### src/rtl/dbg_probe_scanner_pkg.sv
// Shared types and width helpers for the debug-probe scanner.
// Widths are derived from channel counts so one package serves every build.
package dbg_probe_scanner_pkg;

    typedef enum logic [1:0] {
        S_IDLE,
        S_SETTLE,
        S_CAPTURE,
        S_DONE
    } state_e;

    function automatic int sel_w(input int n);
        return (n > 1) ? $clog2(n) : 1;
    endfunction

    function automatic int max_w(input int a, input int b);
        return (a > b) ? a : b;
    endfunction

endpackage

### src/rtl/dbg_probe_scanner_if.sv
// Datapath observation and snapshot read port of the probe scanner.
// master: the scanner; slave: datapath probes plus host reader.
interface dbg_probe_scanner_if
    import dbg_probe_scanner_pkg::*;
#(
    parameter int SSD_W = 13,
    parameter int LED_W = 16,
    parameter int N_SSD = 12,
    parameter int N_LED = 3
);
    localparam int SS_W   = sel_w(N_SSD);
    localparam int LS_W   = sel_w(N_LED);
    localparam int AW     = sel_w(N_SSD + N_LED);
    localparam int DATA_W = max_w(SSD_W, LED_W);

    logic [SS_W-1:0]   ssd_sel;
    logic [LS_W-1:0]   led_sel;
    logic [SSD_W-1:0]  ssd_in;
    logic [LED_W-1:0]  led_in;
    logic [AW-1:0]     rd_addr;
    logic [DATA_W-1:0] rd_data;
    logic              rd_valid;

    modport master (
        output ssd_sel, led_sel, rd_data, rd_valid,
        input  ssd_in, led_in, rd_addr
    );

    modport slave (
        input  ssd_sel, led_sel, rd_data, rd_valid,
        output ssd_in, led_in, rd_addr
    );

endinterface

### src/rtl/dbg_snap_buf.sv
// Snapshot register file: one write port, registered read,
// per-entry valid bits with a clear-all. Storage itself is never reset.
module dbg_snap_buf #(
    parameter int DEPTH  = 15,
    parameter int DATA_W = 16,
    parameter int AW     = 4
) (
    input  logic              clk,
    input  logic              rst,
    input  logic              we,
    input  logic              clr,
    input  logic [AW-1:0]     wa,
    input  logic [DATA_W-1:0] wd,
    input  logic [AW-1:0]     ra,
    output logic [DATA_W-1:0] rd,
    output logic              rv
);
    logic [DATA_W-1:0] mem_q [DEPTH];
    logic [DEPTH-1:0]  vld_q, vld_d;
    logic [DATA_W-1:0] rd_q, rd_d;
    logic              rv_q, rv_d;
    logic              in_rng;

    assign in_rng = (int'(ra) < DEPTH);
    assign rd     = rd_q;
    assign rv     = rv_q;

    always_comb begin
        vld_d = vld_q;
        if (clr) vld_d = '0;
        if (we)  vld_d[wa] = 1'b1;
        rd_d = '0;
        rv_d = 1'b0;
        // Read sees pre-write contents when addressing the entry being written
        if (in_rng) begin
            rd_d = mem_q[ra];
            rv_d = vld_q[ra];
        end
    end

    always_ff @(posedge clk) begin
        if (we) mem_q[wa] <= wd;
    end

    always_ff @(posedge clk) begin
        if (!rst) begin
            vld_q <= '0;
            rd_q  <= '0;
            rv_q  <= 1'b0;
        end else begin
            vld_q <= vld_d;
            rd_q  <= rd_d;
            rv_q  <= rv_d;
        end
    end

endmodule

### src/rtl/dbg_probe_scanner.sv
// Debug-probe sequencer: steps datapath observation selects,
// waits a settle time per channel and snapshots each probe value.
module dbg_probe_scanner
    import dbg_probe_scanner_pkg::*;
#(
    parameter int SSD_W   = 13,
    parameter int LED_W   = 16,
    parameter int N_SSD   = 12,
    parameter int N_LED   = 3,
    parameter int SETTLE  = 2,
    parameter int FRAME_W = 8
) (
    input  logic               clk,
    input  logic               rst,
    input  logic               start,
    input  logic               cont,
    input  logic               abort,
    output logic               busy,
    output logic               done,
    output logic               overrun,
    output logic [FRAME_W-1:0] frame_cnt,
    dbg_probe_scanner_if.master pif
);
    localparam int DEPTH  = N_SSD + N_LED;
    localparam int CH_W   = sel_w(DEPTH);
    localparam int SS_W   = sel_w(N_SSD);
    localparam int LS_W   = sel_w(N_LED);
    localparam int DATA_W = max_w(SSD_W, LED_W);
    localparam int CNT_W  = sel_w(SETTLE);

    localparam logic [CH_W-1:0]  CH_LAST  = CH_W'(DEPTH - 1);
    localparam logic [CH_W-1:0]  CH_LED0  = CH_W'(N_SSD);
    localparam logic [CNT_W-1:0] CNT_LAST = CNT_W'(SETTLE - 1);

    state_e             state_q, state_d;
    logic [CH_W-1:0]    ch_q, ch_d;
    logic [CNT_W-1:0]   cnt_q, cnt_d;
    logic [FRAME_W-1:0] frame_q, frame_d;
    logic               ovr_q, ovr_d;
    logic               we, clr, is_led;
    logic [DATA_W-1:0]  wd;

    assign busy      = (state_q != S_IDLE);
    assign overrun   = ovr_q;
    assign frame_cnt = frame_q;
    assign is_led    = (ch_q >= CH_LED0);
    assign wd        = is_led ? DATA_W'(pif.led_in)
                              : DATA_W'(pif.ssd_in);

    always_comb begin
        pif.ssd_sel = '0;
        pif.led_sel = '0;
        if (state_q == S_SETTLE || state_q == S_CAPTURE) begin
            if (is_led) pif.led_sel = LS_W'(ch_q - CH_LED0);
            else        pif.ssd_sel = SS_W'(ch_q);
        end
    end

    always_comb begin
        state_d = state_q;
        ch_d    = ch_q;
        cnt_d   = cnt_q;
        frame_d = frame_q;
        ovr_d   = ovr_q;
        we      = 1'b0;
        clr     = 1'b0;
        done    = 1'b0;
        if (start && busy) ovr_d = 1'b1;
        unique case (state_q)
            S_IDLE: begin
                if (start) begin
                    state_d = S_SETTLE;
                    ch_d    = '0;
                    cnt_d   = '0;
                    clr     = 1'b1;
                    ovr_d   = 1'b0;
                end
            end
            S_SETTLE: begin
                if (cnt_q == CNT_LAST) state_d = S_CAPTURE;
                else cnt_d = cnt_q + CNT_W'(1);
            end
            S_CAPTURE: begin
                we    = 1'b1;
                cnt_d = '0;
                if (ch_q == CH_LAST) begin
                    state_d = S_DONE;
                end else begin
                    ch_d    = ch_q + CH_W'(1);
                    state_d = S_SETTLE;
                end
            end
            S_DONE: begin
                done    = 1'b1;
                frame_d = frame_q + FRAME_W'(1);
                ch_d    = '0;
                cnt_d   = '0;
                clr     = cont;
                state_d = cont ? S_SETTLE : S_IDLE;
            end
            default: state_d = S_IDLE;
        endcase
        // Abort freezes the snapshot as-is: no write, no clear, no frame
        if (abort && busy) begin
            state_d = S_IDLE;
            ch_d    = '0;
            cnt_d   = '0;
            frame_d = frame_q;
            we      = 1'b0;
            clr     = 1'b0;
            done    = 1'b0;
        end
    end

    always_ff @(posedge clk) begin
        if (!rst) begin
            state_q <= S_IDLE;
            ch_q    <= '0;
            cnt_q   <= '0;
            frame_q <= '0;
            ovr_q   <= 1'b0;
        end else begin
            state_q <= state_d;
            ch_q    <= ch_d;
            cnt_q   <= cnt_d;
            frame_q <= frame_d;
            ovr_q   <= ovr_d;
        end
    end

    dbg_snap_buf #(
        .DEPTH  (DEPTH),
        .DATA_W (DATA_W),
        .AW     (CH_W)
    ) u_buf (
        .clk (clk),
        .rst (rst),
        .we  (we),
        .clr (clr),
        .wa  (ch_q),
        .wd  (wd),
        .ra  (pif.rd_addr),
        .rd  (pif.rd_data),
        .rv  (pif.rd_valid)
    );

endmodule
### src/flat_wrapper.sv
// flat-port wrapper written by rule: the top's interface ports become plain ports
module dbg_probe_scanner_flat import dbg_probe_scanner_pkg::*;
#(
    parameter int SSD_W   = 13,
    parameter int LED_W   = 16,
    parameter int N_SSD   = 12,
    parameter int N_LED   = 3,
    parameter int SETTLE  = 2,
    parameter int FRAME_W = 8
)
  (clk, rst, start, cont, abort, busy, done, overrun, frame_cnt, pif_ssd_sel, pif_led_sel, pif_rd_data, pif_rd_valid, pif_ssd_in, pif_led_in, pif_rd_addr);
  dbg_probe_scanner_if #(.SSD_W(SSD_W), .LED_W(LED_W), .N_SSD(N_SSD), .N_LED(N_LED)) pif_i ();
  input  logic clk;
  input  logic rst;
  input  logic start;
  input  logic cont;
  input  logic abort;
  output logic busy;
  output logic done;
  output logic overrun;
  output logic [FRAME_W-1:0] frame_cnt;
  output wire logic [$bits(pif_i.ssd_sel)-1:0] pif_ssd_sel;
  output wire logic [$bits(pif_i.led_sel)-1:0] pif_led_sel;
  output wire logic [$bits(pif_i.rd_data)-1:0] pif_rd_data;
  output wire logic [$bits(pif_i.rd_valid)-1:0] pif_rd_valid;
  input wire logic [$bits(pif_i.ssd_in)-1:0] pif_ssd_in;
  input wire logic [$bits(pif_i.led_in)-1:0] pif_led_in;
  input wire logic [$bits(pif_i.rd_addr)-1:0] pif_rd_addr;
  assign pif_ssd_sel = pif_i.ssd_sel;
  assign pif_led_sel = pif_i.led_sel;
  assign pif_rd_data = pif_i.rd_data;
  assign pif_rd_valid = pif_i.rd_valid;
  assign pif_i.ssd_in = pif_ssd_in;
  assign pif_i.led_in = pif_led_in;
  assign pif_i.rd_addr = pif_rd_addr;
  dbg_probe_scanner #(.SSD_W(SSD_W), .LED_W(LED_W), .N_SSD(N_SSD), .N_LED(N_LED), .SETTLE(SETTLE), .FRAME_W(FRAME_W)) u_core (.clk(clk), .rst(rst), .start(start), .cont(cont), .abort(abort), .busy(busy), .done(done), .overrun(overrun), .frame_cnt(frame_cnt), .pif(pif_i));
endmodule
### config.mk
export PLATFORM = sky130hd
export DESIGN_NAME = dbg_probe_scanner_flat
export DESIGN_NICKNAME = d
export VERILOG_FILES = /design/src/rtl/dbg_probe_scanner_pkg.sv /design/src/rtl/dbg_probe_scanner_if.sv /design/src/rtl/dbg_snap_buf.sv /design/src/rtl/dbg_probe_scanner.sv /design/src/flat_wrapper.sv
export SDC_FILE = /design/constraint.sdc
export NUM_CORES = 1
export LEC_CHECK = 0
export BUFFER_PORTS_ARGS = -buffer_cell sky130_fd_sc_hd__buf_2
export CORE_UTILIZATION = 35
export DETAILED_ROUTE_END_ITERATION = 8
export GPL_ROUTABILITY_DRIVEN = 0
export PLACE_DENSITY_LB_ADDON = 0.2
export SYNTH_ARGS = -nofsm -noshare
export SYNTH_HDL_FRONTEND = slang
export SYNTH_HIERARCHICAL = 1
export SYNTH_SLANG_ARGS = --single-unit
### constraint.sdc
create_clock -name clk -period 2.8 [get_ports clk]
set_input_delay 0.28 -clock clk [delete_from_list [all_inputs] [get_ports clk]]
set_output_delay 0.28 -clock clk [all_outputs]
set_load 0.1 [all_outputs]
==> reports/qor_table.md <==
| Metric | This run | Unit |
| --- | --- | --- |
| Status | finished clean | - |
| Post-detailed-route via-to-cell ratio | 5.00 | - |
| Critical Path RT | 2.52 | ns |
| Vias | 6325 | - |
| Count of buffers from port buffering | 71 | - |
| Critical path data arrival time | 2.09 | ns |
| Crit path largest cell delay | 0.44 | ns |
| H-tree Lvls | 1 | - |
| WL met1 | 12300 | µm |
| Count of cell types in the netlist | 51 | - |
| Total CTS buffers | 30 | - |
| HPWL after detailed placement | 16500 | µm |
| GR Util All Layers | 15.6 | % |
| Final period utilization | 84.6 | % |
| Detailed Route Iter0 Violations | 487 | - |
| Count of unresolved DRC violations after routing | 0 | - |
| Number of nets still failing antenna checks after routing | 0 | - |
| Post-Synthesis Cells | 702 | - |
| Mean cell area of the mapped netlist | 16.6 | µm² |
| Number of nets in the final layout | 845 | - |
| Count of yosys warnings during synthesis | 6 | - |
| Post-CTS sizing | 0 | - |
| Most used cells in the layout excluding fill and tap cells | 240 x edfxtp_1, 67 x buf_2, 48 x dfxtp_1, 36 x mux2i_1, 34 x nand2_1 | - |
| Initial Util | 35.7 | % |
| Type of element capturing the critical path | primary output | - |
| Leakage power of the design | 4.74 | nW |
| Minimum setup slack after placement | 0.577 | ns |
| Final routed wirelength across all metal layers | 26000 | µm |
| Cell family with the largest share of critical-path delay | buffers and inverters | - |
| Routed wire length per instance | 20.6 | µm |
| Post-synthesis to final-layout area growth | 16.8 | % |
| Power Total | 0.00945 | W |
| Pins Over Slew Limit | 0 | - |
| Main flop type after synthesis | edfxtp_1 | - |
| Post-synthesis sequential area ratio | 70.0 | % |
| I/O pin total | 72 | - |
| Net count of the mapped netlist | 748 | - |
| DRT Pass-1 Iters | 5 | - |
| CTS tree | done | - |
| Utilization after layout | 41.7 | % |
| Uppermost metal layer occupied by signal nets | met4 | - |
| Via count of the first global-routing pass | 6249 | - |
| Final clock skew | 0.0158 | ns |
| Leftover overflow at the end of global routing | 0 | - |
| Fraction of registers with async set or reset after synthesis | 0 | % |
| Worst slew slack as a fraction of its limit | 27.8 | % |
| CTS Sinks | 288 | - |
| Number of antenna violations at the first check in global routing | 0 | - |
| Number of non-filler instances in the completed layout | 1264 | - |
| Power per standard cell area | 694 | nW/µm² |
| Post-layout worst setup margin | 0.432 | ns |
| Worst-case vdd ir drop | 0.531 | mV |
| Number of enable flip-flop cells after synthesis | 240 | - |
| Largest net degree at the start of global routing | 38 | - |
| Deepest clock path buffer count | 3 | - |
| Std-Cell Core Area | 32700 | µm² |
| Ratio of cells with drive above 1 in the final layout | 22.7 | % |
| Total setup violations reported at the end of the flow | 0 | - |
| Area of the mapped netlist | 11700 | µm² |
| Floorplan die height | 185 | µm |
| Unrepaired setup endpoints after global routing | false | - |
| Crit path max fanout | 5 | - |
| Root cell of the clock tree | clkbuf_16 | - |
| Commonest non-fill, non-tap cell in the layout | edfxtp_1 | - |
| Metal3 WL | 1330 | µm |
| Overall die width | 185 | µm |
| Die area | 34100 | µm² |
| Max stage delay cell, worst path | buf_2 | - |
| Final design area excluding fillers | 13600 | µm² |
| Wire length of the first global-routing pass | 39200 | µm |
| Number of buffers added to fix hold violations after cts | 1 | - |
| Category of the critical setup timing path | reg2out | - |
| Placed cell count | 1208 | - |
| Critical path launch point type | flip-flop | - |
| CTS clk-pin slew, worst paths | 0.06 | ns |
| Max-cap viol count | 0 | - |
| Met2 layer wire length in the routed design | 12000 | µm |
| Setup repair bufs after CTS | 0 | - |
| Minimum clock period after layout | 2.37 | ns |
| Series of cell instances along the critical path | inv_1 > ha_1 > nand2_1 > a21oi_1 > buf_2 | - |
| Clk_lat worst skew | 0.55 | ns |
| Path type of the worst min-delay path | in2reg | - |
| Ant. Diodes | 0 | - |
| Transition time of the tightest slew-check pin | 1.08 | ns |
| Standard-cell row count | 66 | - |
| Final hold vios | 0 | - |
| Placement Cell Area | 12700 | µm² |
| Crit path buf inv count | 2 | - |
| F_max | 0.422 | GHz |
| Total of flip-flops plus latches after synthesis | 288 | - |
==> report_power, final <==
group	total (W)	switching (W)	leakage [nW]	internal (W)
registers	0.00473	0.0000341	2.56	0.00470
clock network	0.00381	0.00156	0.469	0.00225
logic	0.000912	0.000658	1.71	0.000254
==> final cells by class <==
type / instances / area, µm²
clock buffer: 41 / 833
clock inverter: 14 / 114
fill: 3004 / 19100
inverter: 9 / 33.8
multi-input combinational: 365 / 3230
sequential: 288 / 8170
tap: 442 / 553
timing repair buffer: 105 / 698
==> cell families after synthesis <==
kind of cell | after synthesis | synth area share, %
DFF | 288 | 70.0
and+or+nand+nor | 160 | 7.07
AOI/OAI and AO/OA | 105 | 5.74
muxes | 92 | 13.6
buffers and inverters | 49 | 2.77
adders and majority gates | 8 | 0.858
==> sequential cells by signal, summed over array words and instances (netlist names), named ones only <==
name / flops
u_core/u_buf/vld_q: 15
u_core/ch_q: 4
u_core/u_buf/rd: 16
u_core/state_q: 2
u_core/u_buf/mem_q: 240
u_core/frame_cnt: 8
u_core/cnt_q: 1
u_core/u_buf/rv: 1
==> tightest hold or removal path, cell delays in order <==
cell and delay (ns):
buf_2 0.09, nand2b_1 0.09, nand3_1 0.09, a21oi_1 0.05
==> routing by layer <==
| metal | GRT usage [%] | vias to the layer above |
|---|---|---|
| li1 | - | 2974 |
| met1 | 22.6 | 3148 |
| met2 | 25.0 | 170 |
| met3 | 2.21 | 33 |
| met4 | 3.30 | 0 |
| met5 | 0 | - |
==> through the flow <==
step / hold WS (ns) / setup TNS, ns
after floorplan: 0.375 / -1.67
after global placement: 0.452 / 0
after detailed placement: 0.456 / 0
after CTS: 0.101 / 0
after global routing: 0.123 / 0
final: 0.115 / 0
==> synthesized netlist by cell type (5+ instances only) <==
library cell  number  area [µm²]
edfxtp_1         240        7210
dfxtp_1           48         961
mux2i_1           36         360
nand2_1           34         128
a21oi_1           31         155
nor2_1            31         116
mux4_1            27         709
o21ai_0           19        95.1
nor2b_1           18         113
clkbuf_1          17        63.8
nor3_1            17        85.1
a211oi_1          15         113
nand3_1           15        75.1
a22oi_1           14         105
mux4_2            14         315
nand2b_1          14        87.6
buf_2             11        55.1
ha_1               8         100
inv_1              8        30.0
mux2_1             8        90.1
o31ai_1            7        52.6
buf_6              6        67.6
mux2_2             5        56.3
or4_1              5        37.5
==> path summary, 6_finish.rpt <==
path | from | to | slack [ns] | depth (start not counted)
setup / recovery | u_core/state_q[1] | pif_ssd_sel[0] | 0.43 | 5
hold / removal | abort | u_core/frame_cnt[1] | 0.11 | 4
setup reg to reg | u_core/state_q[0] | u_core/u_buf/mem_q[4][3] | 0.59 | 7
hold reg to reg | u_core/frame_cnt[7] | u_core/frame_cnt[7] | 0.47 | 2
Power figures use the tool's default switching activity.
